===== config.mk =====
export PLATFORM = sky130hd
export DESIGN_NAME = dcache_resp
export DESIGN_NICKNAME = d
export VERILOG_FILES = /design/src/rtl/dcache_resp.sv
export SDC_FILE = /design/constraint.sdc
export NUM_CORES = 2
export LEC_CHECK = 0
export CAP_MARGIN = 0
export CORE_MARGIN = 1.5
export CORE_UTILIZATION = 40
export CTS_BUF_LIST = sky130_fd_sc_hd__clkbuf_16
export DETAILED_ROUTE_END_ITERATION = 6
export PLACE_DENSITY = 0.55
export REMOVE_ABC_BUFFERS = 1
export SYNTH_ARGS = -nofsm -noshare
export SYNTH_HDL_FRONTEND = slang
export SYNTH_SLANG_ARGS = --single-unit

===== constraint.sdc =====
create_clock -name clk -period 8.1 [get_ports clk]
set_input_delay 2.025 -clock clk [delete_from_list [all_inputs] [get_ports clk]]
set_output_delay 2.025 -clock clk [all_outputs]
set_load 0.005 [all_outputs]

===== src/rtl/dcache_resp.sv =====
// Data-cache responder for the execute-stage request bus: direct-mapped, one word per line,
// write-through / no-write-allocate, with a req/ack memory port and dcache CACOP invalidates.
module dcache_resp #(
  parameter int SETS = 64
) (
  input  logic         clk,
  input  logic         reset,
  input  logic [106:0] req_bus,
  output logic [35:0]  resp_bus,
  input  logic         icache_cacop_rdy,
  output logic         mem_req,
  output logic         mem_we,
  output logic [31:0]  mem_addr,
  output logic [3:0]   mem_wstrb,
  output logic [31:0]  mem_wdata,
  input  logic         mem_ack,
  input  logic [31:0]  mem_rdata
);
  localparam int IDX_W = $clog2(SETS);
  localparam int TAG_W = 30 - IDX_W;

  typedef enum logic [2:0] {IDLE, LOOKUP, MISS, RESP, WRITE, CACOP} state_t;

  logic             in_valid, in_op, in_unc, dc_en, ic_en;
  logic [31:0]      in_addr, in_wdata, in_cop_addr;
  logic [3:0]       in_strb;
  logic [1:0]       in_code;

  assign {in_valid, in_op, in_addr, in_unc, in_strb, in_wdata,
          dc_en, ic_en, in_code, in_cop_addr} = req_bus;

  state_t           state_q, state_d;
  logic             op_q, op_d, unc_q, unc_d;
  logic [31:0]      addr_q, addr_d, wdata_q, wdata_d, cop_addr_q, cop_addr_d;
  logic [3:0]       strb_q, strb_d;
  logic [1:0]       cop_code_q, cop_code_d;
  logic [31:0]      rdata_q, rdata_d;
  logic [SETS-1:0]  valid_q, valid_d;

  logic [TAG_W-1:0] tag_mem [SETS];
  logic [31:0]      data_mem [SETS];
  logic [TAG_W-1:0] tag_rd_q;
  logic [31:0]      data_rd_q;

  logic             ready, rvalid, dcop_rdy, arr_we, hit;
  logic [31:0]      rdata, arr_data, merged;
  logic [IDX_W-1:0] rd_idx, q_idx, c_idx, in_idx, cin_idx;
  logic [TAG_W-1:0] q_tag, c_tag;

  assign q_idx   = addr_q[IDX_W+1:2];
  assign q_tag   = addr_q[31:IDX_W+2];
  assign c_idx   = cop_addr_q[IDX_W+1:2];
  assign c_tag   = cop_addr_q[31:IDX_W+2];
  assign in_idx  = in_addr[IDX_W+1:2];
  assign cin_idx = in_cop_addr[IDX_W+1:2];

  // The array is read one cycle ahead (at accept / cacop entry), so tag_rd_q and
  // data_rd_q belong to the registered request in the following state.
  assign hit = valid_q[q_idx] && (tag_rd_q == q_tag);

  for (genvar gi = 0; gi < 4; gi++) begin : g_merge
    assign merged[8*gi +: 8] = strb_q[gi] ? wdata_q[8*gi +: 8] : data_rd_q[8*gi +: 8];
  end

  always_comb begin
    state_d    = state_q;
    op_d       = op_q;
    addr_d     = addr_q;
    unc_d      = unc_q;
    strb_d     = strb_q;
    wdata_d    = wdata_q;
    cop_code_d = cop_code_q;
    cop_addr_d = cop_addr_q;
    rdata_d    = rdata_q;
    valid_d    = valid_q;
    ready      = 1'b0;
    rvalid     = 1'b0;
    rdata      = '0;
    dcop_rdy   = 1'b0;
    mem_req    = 1'b0;
    arr_we     = 1'b0;
    arr_data   = mem_rdata;
    rd_idx     = q_idx;
    case (state_q)
      IDLE: begin
        ready  = ~dc_en;
        rd_idx = dc_en ? cin_idx : in_idx;
        if (dc_en) begin
          state_d    = CACOP;
          cop_code_d = in_code;
          cop_addr_d = in_cop_addr;
        end else if (in_valid) begin
          op_d    = in_op;
          addr_d  = in_addr;
          unc_d   = in_unc;
          strb_d  = in_strb;
          wdata_d = in_wdata;
          state_d = in_op ? WRITE : (in_unc ? MISS : LOOKUP);
        end
      end
      LOOKUP: begin
        if (hit) begin
          rvalid  = 1'b1;
          rdata   = data_rd_q;
          state_d = IDLE;
        end else begin
          state_d = MISS;
        end
      end
      MISS: begin
        mem_req = 1'b1;
        if (mem_ack) begin
          rdata_d = mem_rdata;
          state_d = RESP;
          if (!unc_q) begin
            arr_we         = 1'b1;
            valid_d[q_idx] = 1'b1;
          end
        end
      end
      RESP: begin
        rvalid  = 1'b1;
        rdata   = rdata_q;
        state_d = IDLE;
      end
      WRITE: begin
        mem_req = 1'b1;
        // Re-merging on later WRITE cycles rewrites the same word, so no first-cycle flag is needed.
        if (!unc_q && hit) begin
          arr_we   = 1'b1;
          arr_data = merged;
        end
        if (mem_ack) state_d = IDLE;
      end
      CACOP: begin
        dcop_rdy = 1'b1;
        case (cop_code_q)
          2'd0, 2'd1: valid_d[c_idx] = 1'b0;
          2'd2:       if (tag_rd_q == c_tag) valid_d[c_idx] = 1'b0;
          default:    ;
        endcase
        state_d = IDLE;
      end
      default: state_d = IDLE;
    endcase
    if (reset) begin
      ready    = 1'b0;
      rvalid   = 1'b0;
      rdata    = '0;
      dcop_rdy = 1'b0;
      mem_req  = 1'b0;
      arr_we   = 1'b0;
    end
  end

  always_ff @(posedge clk) begin
    if (reset) begin
      state_q <= IDLE;
      valid_q <= '0;
      rdata_q <= '0;
    end else begin
      state_q <= state_d;
      valid_q <= valid_d;
      rdata_q <= rdata_d;
    end
  end

  always_ff @(posedge clk) begin
    op_q       <= op_d;
    addr_q     <= addr_d;
    unc_q      <= unc_d;
    strb_q     <= strb_d;
    wdata_q    <= wdata_d;
    cop_code_q <= cop_code_d;
    cop_addr_q <= cop_addr_d;
  end

  always_ff @(posedge clk) begin
    if (arr_we) begin
      tag_mem[q_idx]  <= q_tag;
      data_mem[q_idx] <= arr_data;
    end
    tag_rd_q  <= tag_mem[rd_idx];
    data_rd_q <= data_mem[rd_idx];
  end

  assign mem_we    = op_q;
  assign mem_addr  = {addr_q[31:2], 2'b00};
  assign mem_wstrb = strb_q;
  assign mem_wdata = wdata_q;

  assign resp_bus = {ready, rvalid, rdata, icache_cacop_rdy, dcop_rdy};

  logic unused;
  assign unused = ^{ic_en, addr_q[1:0], cop_addr_q[1:0]};
endmodule


==> reports/summary.txt <==
DIE
-------------------------------------------------------------------------------------------------
Die Width                                                                                  616 um
Initial core utilization                                                                    0.403
Num ports                                                                                     249
Overall die height                                                                         616 um
Number of placement rows                                                                      224
Floorplan Core Area                                                                    0.373 mm^2
Die area                                                                               0.379 mm^2

LOGIC SYNTHESIS
-------------------------------------------------------------------------------------------------
Synthesized area per cell                                                               15.2 um^2
Number of flops mapped to enable cells by yosys                                              3684
Post-synth design cell area                                                            0.150 mm^2
Share of flip-flops with an asynchronous set or reset                                           0
Total number of yosys warnings                                                                  0
Sequential area share after synthesis                                                       0.758
Number of distinct library cell variants in the gate-level netlist after synthesis             78
Register bit count reported by yosys                                                         3839
Synthesized instance count                                                                   9867
Most used DFF post-synth                                                             sky130_fd_sc_hd__edfxtp_1

SETUP PATH
-------------------------------------------------------------------------------------------------
Class of the most critical setup path                                                  reg -> out
Crit path buffers/inverters                                                                     2
Slowest stage cell on the critical path                                              sky130_fd_sc_hd__xnor2_1
Top Family by Delay on Critical Path                                                 simple AND/OR/NAND/NOR gates
Worst Path Arrival                                                                        5140 ps
Largest fanout on the critical path                                                            32
Required time at the endpoint of the critical path                                        6080 ps
Delay contributed by the slowest stage of the critical path                                810 ps
Critical path, cell by cell                                                          xnor2_1 > nand4_1 > nor2_1 > and2_1 > and4b_2 > buf_4 > a22o_1 > clkdlybuf4s50_1
Endpoint kind of the worst setup timing path                                         primary output
Startpoint Class                                                                        flip-flop

STA
-------------------------------------------------------------------------------------------------
Worst-case headroom to the max-slew limit                                                   0.116
Achievable Freq                                                                         0.139 GHz
Final cycle utilization of the critical path                                                0.885
Slew at the pin with the worst max-slew slack                                             1330 ps
Fin. Hold Viols                                                                                 0
Count of endpoints failing setup in the final report                                            0
Unrepaired setup endpoints after global routing                                                no
Final Hold Slack                                                                           459 ps
Pins Over Slew Limit                                                                            0
Final clock skew                                                                           103 ps
Minimum clock period                                                                      7170 ps

PLACE
-------------------------------------------------------------------------------------------------
HPWL Detailed                                                                           257000 um
Number of buffers inserted by port buffering                                                  239
Routability Congestion                                                                      0.821

HOLD PATH
-------------------------------------------------------------------------------------------------
Class of the worst hold path                                                           reg -> reg

ROUTING
-------------------------------------------------------------------------------------------------
Iteration-0 DRC count of the detailed router                                                11600
1st-pass router iterations                                                                      6
Routed vias                                                                                 93900
ANT nets after route                                                                            0
Routed wire length                                                                      498000 um
DRC Markers                                                                                     0
Via/cell ratio                                                                               6.03
Wirelength per Cell                                                                       32.0 um

POWER
-------------------------------------------------------------------------------------------------
Sequential Power Share                                                                      0.393
Post-layout power                                                                        0.0576 W
Internal power component                                                                 0.0379 W
Worst IR drop on VDD                                                                   0.000291 V
Static Leak                                                                               56.5 nW
Share of total power consumed by net switching                                              0.342
Proportion of power drawn by the clock network                                              0.311
Switching pwr                                                                            0.0197 W
Relative contribution of combinational cells to total power                                 0.295
Ratio of total power to cell area                                                     332 mW/mm^2

GLOBAL ROUTING
-------------------------------------------------------------------------------------------------
Wire length of the first global-routing pass                                            690000 um
Number of global-route vias before repair                                                   90400
Combined global-route utilization of all metal layers                                       0.255
Total gr overflow                                                                               0
Number of antenna violations at the first check in global routing                              13
Maximum number of pins on one net before global-route repair                                  120

CLOCK NETWORK
-------------------------------------------------------------------------------------------------
Depth of the CTS H-tree                                                                         5
CTS tree                                                                                      yes
Post-CTS Repair Setup Buffers                                                                   0
Clock insertion delay at the later pin of the skew report                                 1010 ps
Number of gates resized after cts                                                               0
TritonCTS buffer count                                                                        408
Num Clock Sinks                                                                              3839
CTS Hold Bufs                                                                                   0
Maximum buffer depth of the clock tree                                                          4
Clock-pin transition on the worst setup and hold timing paths                               60 ps
Root buffer cell                                                                     sky130_fd_sc_hd__clkbuf_16

STATUS
-------------------------------------------------------------------------------------------------
Status                                                                               complete, no violations

FINAL LAYOUT
-------------------------------------------------------------------------------------------------
Total of fill cells in the finished design                                                  32000
Fraction of final layout cells with drive strength greater than 1                           0.106
Final Util                                                                                  0.466
Layout net count                                                                            10400
Area added between synthesis and finish                                                     15.6%

JOB
-------------------------------------------------------------------------------------------------
Max_cap viols                                                                                   0

-- layout by cell type (no fill, tap or decap), types with 70 or more instances in the layout --
cell type / count
sky130_fd_sc_hd__dfxtp_1: 155
sky130_fd_sc_hd__a211oi_1: 290
sky130_fd_sc_hd__clkinv_2: 70
sky130_fd_sc_hd__nand2_1: 1749
sky130_fd_sc_hd__o21ai_0: 115
sky130_fd_sc_hd__a221oi_1: 329
sky130_fd_sc_hd__clkinv_1: 114
sky130_fd_sc_hd__edfxtp_1: 3684
sky130_fd_sc_hd__a31oi_1: 113
sky130_fd_sc_hd__inv_1: 105
sky130_fd_sc_hd__buf_4: 306
sky130_fd_sc_hd__clkbuf_16: 413
sky130_fd_sc_hd__buf_12: 110
sky130_fd_sc_hd__o22ai_1: 631
sky130_fd_sc_hd__nand3_1: 96
sky130_fd_sc_hd__mux2i_1: 690
sky130_fd_sc_hd__a21oi_1: 366
sky130_fd_sc_hd__or4_1: 105
sky130_fd_sc_hd__clkdlybuf4s50_1: 238
sky130_fd_sc_hd__nor3_1: 175
-- registers in the layout, summed over array words and instances, names as in the netlist, 2 cells and up --
signal and count:
addr_q 30, data_mem 2048, tag_rd_q 24, tag_mem 1536
valid_q 64, rdata_q 32, data_rd_q 32, state_q 3
cop_code_q 2, mem_wdata 32, cop_addr_q 30, mem_wstrb 4
-- metrics by stage --
step / area (um^2) / setup WS, ps / setup TNS [ps] / std cells
6_report: 174000 / 931 / 0 / 15600
5_1_grt: 174000 / 827 / 0 / 15600
4_1_cts: 173000 / 815 / 0 / 15500
3_5_place_dp: 161000 / 1470 / 0 / 14800
3_3_place_gp: 160000 / 1460 / 0 / 14800
2_1_floorplan: 147000 / -34010 / -5450930 / 9167
-- power groups by stage --
stage	Clock [W]	Combinational, W	Sequential [W]
global placement	0	0.0167	0.0231
CTS	0.0182	0.0169	0.0227
floorplan	0	0.00958	0.0230
finish	0.0179	0.0170	0.0226
global route	0.0189	0.0181	0.0227
detailed placement	0	0.0169	0.0231
-- synth_stat cells, types with 56 or more instances --
| library cell | instances | area (um^2) |
|---|---|---|
| sky130_fd_sc_hd__a211oi_1 | 290 | 2180 |
| sky130_fd_sc_hd__a2111oi_0 | 56 | 490 |
| sky130_fd_sc_hd__nand3_1 | 97 | 485 |
| sky130_fd_sc_hd__edfxtp_1 | 3684 | 111000 |
| sky130_fd_sc_hd__a221oi_1 | 329 | 2880 |
| sky130_fd_sc_hd__nor4_1 | 60 | 375 |
| sky130_fd_sc_hd__o22ai_1 | 631 | 3950 |
| sky130_fd_sc_hd__or4_1 | 105 | 788 |
| sky130_fd_sc_hd__o21ai_0 | 147 | 736 |
| sky130_fd_sc_hd__a31oi_1 | 113 | 707 |
| sky130_fd_sc_hd__nor3_1 | 235 | 1180 |
| sky130_fd_sc_hd__nand2_1 | 1751 | 6570 |
| sky130_fd_sc_hd__buf_2 | 239 | 1200 |
| sky130_fd_sc_hd__a21oi_1 | 367 | 1840 |
| sky130_fd_sc_hd__mux2i_1 | 690 | 6910 |
| sky130_fd_sc_hd__clkbuf_1 | 311 | 1170 |
| sky130_fd_sc_hd__buf_4 | 71 | 533 |
| sky130_fd_sc_hd__dfxtp_1 | 155 | 3100 |
-- layout make-up --
type	count	area (um^2)	share of cell area
sequential	3839	114000	0.655
tap	4972	6220	0.0358
inverter	10	37.5	0.000216
clock inverter	344	2480	0.0143
multi-input combinational	5318	33800	0.195
clock buffer	413	10300	0.0595
antenna	4	10.0	0.0000577
timing repair buffer	657	6960	0.0401
-- cell families after synthesis --
kind of cell    synth area share
buf+inv                   0.0227
simple gates              0.0668
xor+xnor                 0.00286
other cells            0.0000250
compound gates             0.101
flops                      0.758
mux                       0.0487
-- worst paths after layout --
| check | from | end | slack, ps | cells after the start |
|---|---|---|---|---|
| worst max-delay path | addr_q[31] | resp_bus[25] | 930 | 8 |
| worst min-delay path | rdata_q[16] | rdata_q[16] | 460 | 2 |
| worst max register to register | addr_q[31] | tag_mem[20][7] | 2290 | 8 |
| worst min register to register | rdata_q[16] | rdata_q[16] | 460 | 2 |
-- tightest hold or removal path, delay by kind of cell, from the launching register on --
kind               cells  cell delay (ps)
AOI/OAI and AO/OA      1               50
and+or+nand+nor        1               50
DFF                    1              310
-- routing by layer --
layer | vias to the layer above | track usage | share of wire
met5 | - | 0 | 0.000054
met4 | 4 | 0.106 | 0.046
met3 | 989 | 0.0375 | 0.080
met2 | 4509 | 0.425 | 0.48
met1 | 48500 | 0.335 | 0.39
li1 | 39900 | - | -
Power figures use the tool's default switching activity.
